$ cat src/rtl/mult3_serial_sched.sv
// mult3_serial_sched
// Round-robin scheduler sharing one serial multiple-of-3 detector among
// NREQ requesters. A granted word is latched, the detector is cleared for
// one cycle, the word is shifted in MSB-first (one bit per clock), and the
// detector verdict is returned with the requester ID on a valid/ready
// response channel.
//
// Optional build macro: MULT3_SELF_CHECK_EN
//   Defined   - a reference residue (word mod 3) is tracked alongside the
//               shifted bits and compared with det_out in CAPTURE; any
//               disagreement sets the sticky err output until reset.
//   Undefined - no residue logic is built and err is tied low.

module mult3_serial_sched #(
    parameter int NREQ  = 4,
    parameter int WIDTH = 8,
    parameter int IDW   = 2
) (
    input  logic                  clk,
    input  logic                  reset,
    input  logic [NREQ-1:0]       req_valid,
    input  logic [NREQ*WIDTH-1:0] req_data,
    output logic [NREQ-1:0]       req_ready,
    output logic                  det_clr,
    output logic                  det_bit,
    input  logic                  det_out,
    output logic                  resp_valid,
    input  logic                  resp_ready,
    output logic [IDW-1:0]        resp_id,
    output logic                  resp_mult3,
    output logic [WIDTH-1:0]      resp_word,
    output logic                  busy,
    output logic                  err
);

    // Bit counter wide enough to index WIDTH shift cycles (at least 1 bit).
    localparam int CNTW = (WIDTH > 1) ? $clog2(WIDTH) : 1;

    typedef enum logic [2:0] {
        S_IDLE,
        S_CLEAR,
        S_SHIFT,
        S_CAPTURE,
        S_RESP
    } state_t;

    state_t              r_state;
    state_t              w_state_nxt;

    logic [IDW-1:0]      r_ptr;
    logic [IDW-1:0]      r_id;
    logic [WIDTH-1:0]    r_word;
    logic [WIDTH-1:0]    r_shift;
    logic [CNTW-1:0]     r_cnt;
    logic                r_det_clr;
    logic                r_det_bit;
    logic                r_resp_valid;
    logic [IDW-1:0]      r_resp_id;
    logic                r_resp_mult3;
    logic [WIDTH-1:0]    r_resp_word;

    logic                w_found;
    logic [IDW-1:0]      w_grant_id;
    logic [NREQ-1:0]     w_grant;
    logic                w_accept;
    logic [WIDTH-1:0]    w_sel_word;
    logic [IDW-1:0]      w_ptr_nxt;
    logic                w_last_bit;

    // ------------------------------------------------------------------
    // Round-robin search: first valid requester at or above the pointer,
    // wrapping modulo NREQ.
    // ------------------------------------------------------------------
    always_comb begin
        // NOTE: every combinational output gets a default before any branch,
        // so no path leaves a signal unassigned and no latch is inferred.
        w_found    = 1'b0;
        w_grant_id = '0;
        for (int i = 0; i < NREQ; i++) begin
            int idx;
            idx = int'(r_ptr) + i;
            if (idx >= NREQ) begin
                idx = idx - NREQ;
            end
            if (!w_found && req_valid[IDW'(idx)]) begin
                w_found    = 1'b1;
                w_grant_id = IDW'(idx);
            end
        end
    end

    // Grant is only offered while idle; otherwise requests are ignored.
    assign w_grant    = (r_state == S_IDLE && w_found) ? (NREQ'(1) << w_grant_id) : '0;
    assign req_ready  = w_grant;
    assign w_accept   = |(req_valid & w_grant);
    assign w_sel_word = req_data[w_grant_id*WIDTH +: WIDTH];
    assign w_ptr_nxt  = (w_grant_id == IDW'(NREQ-1)) ? '0 : w_grant_id + IDW'(1);
    assign w_last_bit = (r_cnt == CNTW'(WIDTH-1));

    // ------------------------------------------------------------------
    // State register.
    // ------------------------------------------------------------------
    always_ff @(posedge clk or posedge reset) begin
        // NOTE: sequential state uses non-blocking assignments so every
        // register samples pre-edge values regardless of statement order.
        if (reset) begin
            r_state <= S_IDLE;
        end else begin
            r_state <= w_state_nxt;
        end
    end

    // Next-state decode for the accept / clear / shift / capture / respond flow.
    always_comb begin
        w_state_nxt = r_state;
        case (r_state)
            S_IDLE:    if (w_accept)   w_state_nxt = S_CLEAR;
            S_CLEAR:                   w_state_nxt = S_SHIFT;
            S_SHIFT:   if (w_last_bit) w_state_nxt = S_CAPTURE;
            S_CAPTURE:                 w_state_nxt = S_RESP;
            S_RESP:    if (resp_ready) w_state_nxt = S_IDLE;
            default:                   w_state_nxt = S_IDLE;
        endcase
    end

    // ------------------------------------------------------------------
    // Datapath: word latch, pointer, serial shift, detector drive and
    // response registers. All registers are reset so an aborted word
    // leaves nothing behind.
    // ------------------------------------------------------------------
    always_ff @(posedge clk or posedge reset) begin
        if (reset) begin
            r_ptr        <= '0;
            r_id         <= '0;
            r_word       <= '0;
            r_shift      <= '0;
            r_cnt        <= '0;
            r_det_clr    <= 1'b1;
            r_det_bit    <= 1'b0;
            r_resp_valid <= 1'b0;
            r_resp_id    <= '0;
            r_resp_mult3 <= 1'b0;
            r_resp_word  <= '0;
        end else begin
            case (r_state)
                S_IDLE: begin
                    // det_clr is raised only for the cycle spent in CLEAR.
                    r_det_clr <= w_accept;
                    r_det_bit <= 1'b0;
                    if (w_accept) begin
                        r_word  <= w_sel_word;
                        r_shift <= w_sel_word;
                        r_id    <= w_grant_id;
                        r_ptr   <= w_ptr_nxt;
                        r_cnt   <= '0;
                    end
                end
                S_CLEAR: begin
                    // Present the MSB for the first SHIFT cycle.
                    r_det_clr <= 1'b0;
                    r_det_bit <= r_shift[WIDTH-1];
                    r_shift   <= r_shift << 1;
                    r_cnt     <= '0;
                end
                S_SHIFT: begin
                    if (w_last_bit) begin
                        r_det_bit <= 1'b0;
                        r_cnt     <= '0;
                    end else begin
                        r_det_bit <= r_shift[WIDTH-1];
                        r_shift   <= r_shift << 1;
                        r_cnt     <= r_cnt + CNTW'(1);
                    end
                end
                S_CAPTURE: begin
                    // Detector has now absorbed all WIDTH bits.
                    r_resp_valid <= 1'b1;
                    r_resp_mult3 <= det_out;
                    r_resp_id    <= r_id;
                    r_resp_word  <= r_word;
                end
                S_RESP: begin
                    if (resp_ready) begin
                        r_resp_valid <= 1'b0;
                    end
                end
                default: begin
                    r_det_clr <= 1'b1;
                end
            endcase
        end
    end

`ifdef MULT3_SELF_CHECK_EN
    logic [1:0] r_res;
    logic       r_err;

    // Residue of (2*r + b) mod 3 for one more MSB-first bit.
    function automatic logic [1:0] mod3_step(input logic [1:0] r, input logic b);
        logic [1:0] n;
        case ({r, b})
            3'b000:  n = 2'd0;
            3'b001:  n = 2'd1;
            3'b010:  n = 2'd2;
            3'b011:  n = 2'd0;
            3'b100:  n = 2'd1;
            3'b101:  n = 2'd2;
            default: n = 2'd0;
        endcase
        return n;
    endfunction

    // Track the reference residue of the bits being shifted and flag a
    // detector verdict that disagrees with it.
    always_ff @(posedge clk or posedge reset) begin
        if (reset) begin
            r_res <= 2'd0;
            r_err <= 1'b0;
        end else begin
            case (r_state)
                S_CLEAR:   r_res <= 2'd0;
                S_SHIFT:   r_res <= mod3_step(r_res, r_det_bit);
                S_CAPTURE: if ((r_res == 2'd0) != det_out) r_err <= 1'b1;
                default:   r_res <= r_res;
            endcase
        end
    end

    assign err = r_err;
`else
    assign err = 1'b0;
`endif

    assign det_clr    = r_det_clr;
    assign det_bit    = r_det_bit;
    assign resp_valid = r_resp_valid;
    assign resp_id    = r_resp_id;
    assign resp_mult3 = r_resp_mult3;
    assign resp_word  = r_resp_word;
    assign busy       = (r_state != S_IDLE);

endmodule

$ cat config.mk
export PLATFORM = sky130hd
export DESIGN_NAME = mult3_serial_sched
export DESIGN_NICKNAME = d
export VERILOG_FILES = /design/src/rtl/mult3_serial_sched.sv
export SDC_FILE = /design/constraint.sdc
export NUM_CORES = 1
export LEC_CHECK = 0
export BUFFER_PORTS_ARGS = -buffer_cell sky130_fd_sc_hd__buf_2
export CAP_MARGIN = 20
export CORE_MARGIN = 1.5
export CORE_UTILIZATION = 52
export CTS_CLUSTER_SIZE = 8
export DETAILED_ROUTE_END_ITERATION = 8
export PLACE_DENSITY = 0.78
export SLEW_MARGIN = 10
export SYNTH_ARGS = -nofsm -noshare
export SYNTH_HDL_FRONTEND = slang
export SYNTH_SLANG_ARGS = --single-unit
export TNS_END_PERCENT = 20
$ cat constraint.sdc
create_clock -name clk -period 2.6 [get_ports clk]
set_input_delay 0.13 -clock clk [delete_from_list [all_inputs] [get_ports clk]]
set_output_delay 0.13 -clock clk [all_outputs]
set_load 0.1 [all_outputs]
# Yosys cells after proc, flatten, opt, wreduce, memory -nomap -nowiden
# Cells that the tools add are included.
# classes
order_cmp,8
shifts,2
addsub,9
muxes,41
bitwise_logic,1
n_reduce_logical,18
eq_ne,10
# ops
operator,count
$shiftx A32 B6 Y8,1
$pmux W8 S3,1
$mux W2,9
$lt A2 B4 Y1 const B,4
$mux W8,2
$mux W3,5
$pmux W3 S5,1
$mux W1,14
$ge A3 B3 Y1 const B,3
$pmux W3 S3,1
$bmux W1 S2,4
$ne A2 B2 Y1 const B,4
$sub A2 B1 Y2 const B,4
$add A2 B2 Y3 const B,2
$eq A3 B2 Y1 const B,2
$eq A3 B3 Y1 const B,2
$pmux W1 S3,2
$reduce_and A2 Y1,3
$reduce_and A3 Y1,2
$reduce_bool A3 Y1,2
$and A4 B4 Y4,1
$logic_and A1 B1 Y1,4
$mux W4,1
$reduce_or A4 Y1,1
12 further kinds,14
# totals
reg_bits,40
elab_cells,101
inputBits,40
output_inout_bits,20

# Longest topological paths before layout
# depth
ltp_word,21
mapped_depth,9
mapped_depth_nobuf,8

# Worst setup path after synthesis
# No wires, ideal clock.
# synth_path
kind,flip-flop to output port
startpoint,register r_cnt[0] (netlist name)
endpoint,output req_ready[0]
setup_slack_ns,-1.456
stages_incl_launch_ff,9
arrival_time_ns,3.926
n_path_buf,1
required_ns,2.470
cell_sequence,dfrtp_1 ha_1 ha_1 nand2b_1 or2_2 a21oi_2 o21ai_4 buf_4 nor3_1
# synth_lines
item,line_no,source
end: declaration,23,"output logic [NREQ-1:0] req_ready,"

==> impl_metrics.yaml <==
critical_path:
  reg2reg_slack_ns: 0.35
  worstSetupPathType: "flip-flop to output pin"
  end_kind: "output pin"
  r2r_end: "r_shift[4]$_DFFE_PP0P_"
  critPathMaxStageDelay_ns: 0.41
  cp_max_fo: 4
  crit_top_cell: "ha_1"
  worstPathCellList: "ha_1, ha_1, nand2b_1, or2_2, a21oi_4, o21ai_4, nor3_4, buf_12"
  worstPathArrival_ns: 2.25
  startpoint_type: "flip-flop"
  cpMaxStageDelayCell: "dfrtp_1"
  r2r_cells: 9
  regToRegStartpoint: "r_cnt[0]$_DFFE_PP0P_"
  cp_data_required_time_ns: 2.47
grt:
  gr-total-overflow: 0
  grt_max_degree: 24
  antenna_found_initial: 0
  grt_usage: 0.205
  grt_pass1_wl_um: 6970
  grt_pass1_vias: 1546
finish:
  nNetsFinal: 309
  final_cells: 318
  syn_to_final_growth_pct: 26.5
  seq_area_mm2: 0.00100
  multiInputGateArea_mm2: 0.00110
  drive_gt1_frac: 0.437
  fillers: 294
  num_antenna_cells: 0
run:
  drv_cap: 0
clock_network:
  cts_hold_buffers: 0
  clkTransAtPathRegs_ns: 0.07
  cts.sinks: 40
  htree_num_levels: 2
  insertion_delay_ns: 0.28
  ctsRootBufferMaster: "clkbuf_8"
  cts_tree: "done"
  cts_buffers: 5
  clockBufferDepth: 2
floorplan:
  core_area_mm2: 0.00397
  io_pins: 60
  core.rowCount: 23
  die_area_mm2: 0.00450
  die_x_um: 67.1
  chipHeight_um: 67.1
  start_util: 0.537
synth:
  synthTopCellsByArea: "dfrtp_1 (46%), mux2_2 (6.3%), nand2_1 (5.6%), mux2i_1 (4.7%), a211oi_2 (3.5%)"
  synth-seq-cells: 40
  synthAdderAreaFrac: 0.0117
  synth_top_area_frac: 0.457
  ys.flop_type: "dfrtp_1"
  synthSimpleGateAreaFrac: 0.175
  synth_cells: 203
  synth_compound_area_frac: 0.188
  yosysTopAreaCell: "dfrtp_1"
  synth_top_family_by_area: "compound AO/OA/AOI/OAI gates"
  synth_mux_area_frac: 0.110
  syn_nets: 245
  avgSynthCellArea_um2: 10.5
  ys_types: 45
  synth-xor-area-share: 0.00821
  yosysSeqAreaShare: 0.470
  synth_edf_count: 0
  async_flop_share: 1.00
  ys_warn_count: 0
  syn_area_mm2: 0.00213
sta:
  fmax_mhz: 421
  final.min_clock_period_ns: 2.38
  slew_headroom: 0.432
  hold_violations: 0
  rsz0062_at_grt: "false"
  tns_ns: 0
  tightest_slew_ns: 0.850
  setup_violations: 0
  finalClockSkew_ns: 0.00734
  min_period_over_period: 0.914
  slew_violations: 0
placement:
  portBuffers: 58
  place_congestion: 0.871
  dpl.hpwl_um: 3300
  place_inst: 308
drt:
  drtIter0Drc: 101
  firstDrtPassIters: 4
  post_drt_wl_per_cell_um: 13.9
  drc: 0
  detail_route.vias_per_cell: 5.48
  postRouteAntennaNets: 0
  drt-total-wl_um: 4410
  vias: 1742
worst_hold_path:
  hold_class: "input port to async pin"
outcome:
  outcome: "finished, final reports clean"
==> through the flow <==
stage	hold slack [ns]	worst slack, ns	cell area (um^2)	utilization
floorplan	0.281	-0.00932	2180	-
global placement	0.328	0.355	2560	0.644
detailed placement	0.343	0.306	2560	0.644
CTS	0.0304	0.104	2690	0.678
global route	0.0747	0.0916	2700	0.680
finish	0.00842	0.225	2700	0.680
==> cells by family (layout without fill, tap and decap cells) <==
family                     after synthesis  count (layout)
AOI/OAI and AO/OA                       45              45
xor gates and xnor gates                 2               2
other                                    1               1
adders and majority gates                2               2
DFF                                     40              40
and+or+nand+nor                         76              76
muxes                                   22              22
buffers and inverters                   15              80
==> cell type report <==
type,count,share of cell area
clock inverter,1,0.0111
clock buffer,7,0.0357
inverter,5,0.00695
sequential,40,0.371
tap,50,0.0232
multi-input combinational,148,0.408
timing repair buffer,67,0.144
==> sequential cells by signal, summed over array words and instances, names as in the netlist <==
register,flops
det_bit,1
det_clr,1
r_cnt,3
r_id,2
r_ptr,2
r_shift,8
r_state,3
r_word,8
resp_id,2
resp_mult3,1
resp_valid,1
resp_word,8
==> cell usage in the layout, fill, tap and decap left out, drive strengths merged, types with 5 or more instances in the layout <==
master  instances
nand2          32
mux2           12
dfrtp          39
a21oi           5
a211oi          7
inv             5
o21ai           7
clkbuf          7
mux2i          10
o21a            9
buf            67
nor2           13
a211o           7
nand3          14
==> what timing repair did <==
action                     4_1_cts  5_1_grt
setup endpoints to repair        2        2
pin swaps                        0        1
resized for setup                0        0
cloned                           0        0
setup buffers                    1        1
==> synthesized netlist by cell type (2+ instances only) <==
cell type and number:
nand3_2 3, clkbuf_1 5, nand3_1 11, nor2b_1 2
ha_1 2, nand2b_1 2, a22o_1 3, nor3_1 4
or2_2 2, nor2_1 12, xnor2_1 2, mux2i_1 10
buf_4 3, dfrtp_1 39, inv_1 5, o21ai_0 6
o21a_1 9, mux2_2 12, a211o_2 6, a211oi_2 6
a21oi_1 3, nand2_1 32, a21oi_2 2
==> layer usage <==
layer / routed length, um / vias up / global-route usage
met1: 2070 / 839 / 0.292
met3: 177 / 2 / 0.0405
met2: 2160 / 47 / 0.318
li1: - / 854 / -
met5: 0 / - / 0
met4: 8 / 0 / 0.0561
==> worst max-delay path by stage <==
| stage | start | end | slack [ns] |
|---|---|---|---|
| CTS | r_cnt[0]$_DFFE_PP0P_ | req_ready[0] | 0.10 |
| floorplan | r_cnt[0]$_DFFE_PP0P_ | req_ready[0] | -0.009 |
| global placement | r_cnt[0]$_DFFE_PP0P_ | req_ready[2] | 0.35 |
| finish | r_cnt[0]$_DFFE_PP0P_ | req_ready[0] | 0.22 |
| global route | r_cnt[0]$_DFFE_PP0P_ | req_ready[0] | 0.09 |
| detailed placement | r_cnt[0]$_DFFE_PP0P_ | req_ready[0] | 0.31 |
==> critical path: cells and delay by family (launching register included) <==
family | cells | cell delay (ns)
simple gates | 3 | 0.65
fa+ha+maj | 2 | 0.39
compound gates | 2 | 0.31
buf+inv | 1 | 0.20
flops | 1 | 0.41
Power is left out: the tool's default activity adds up to more than one toggle a clock period on the data nets, which glitch-free logic cannot reach.
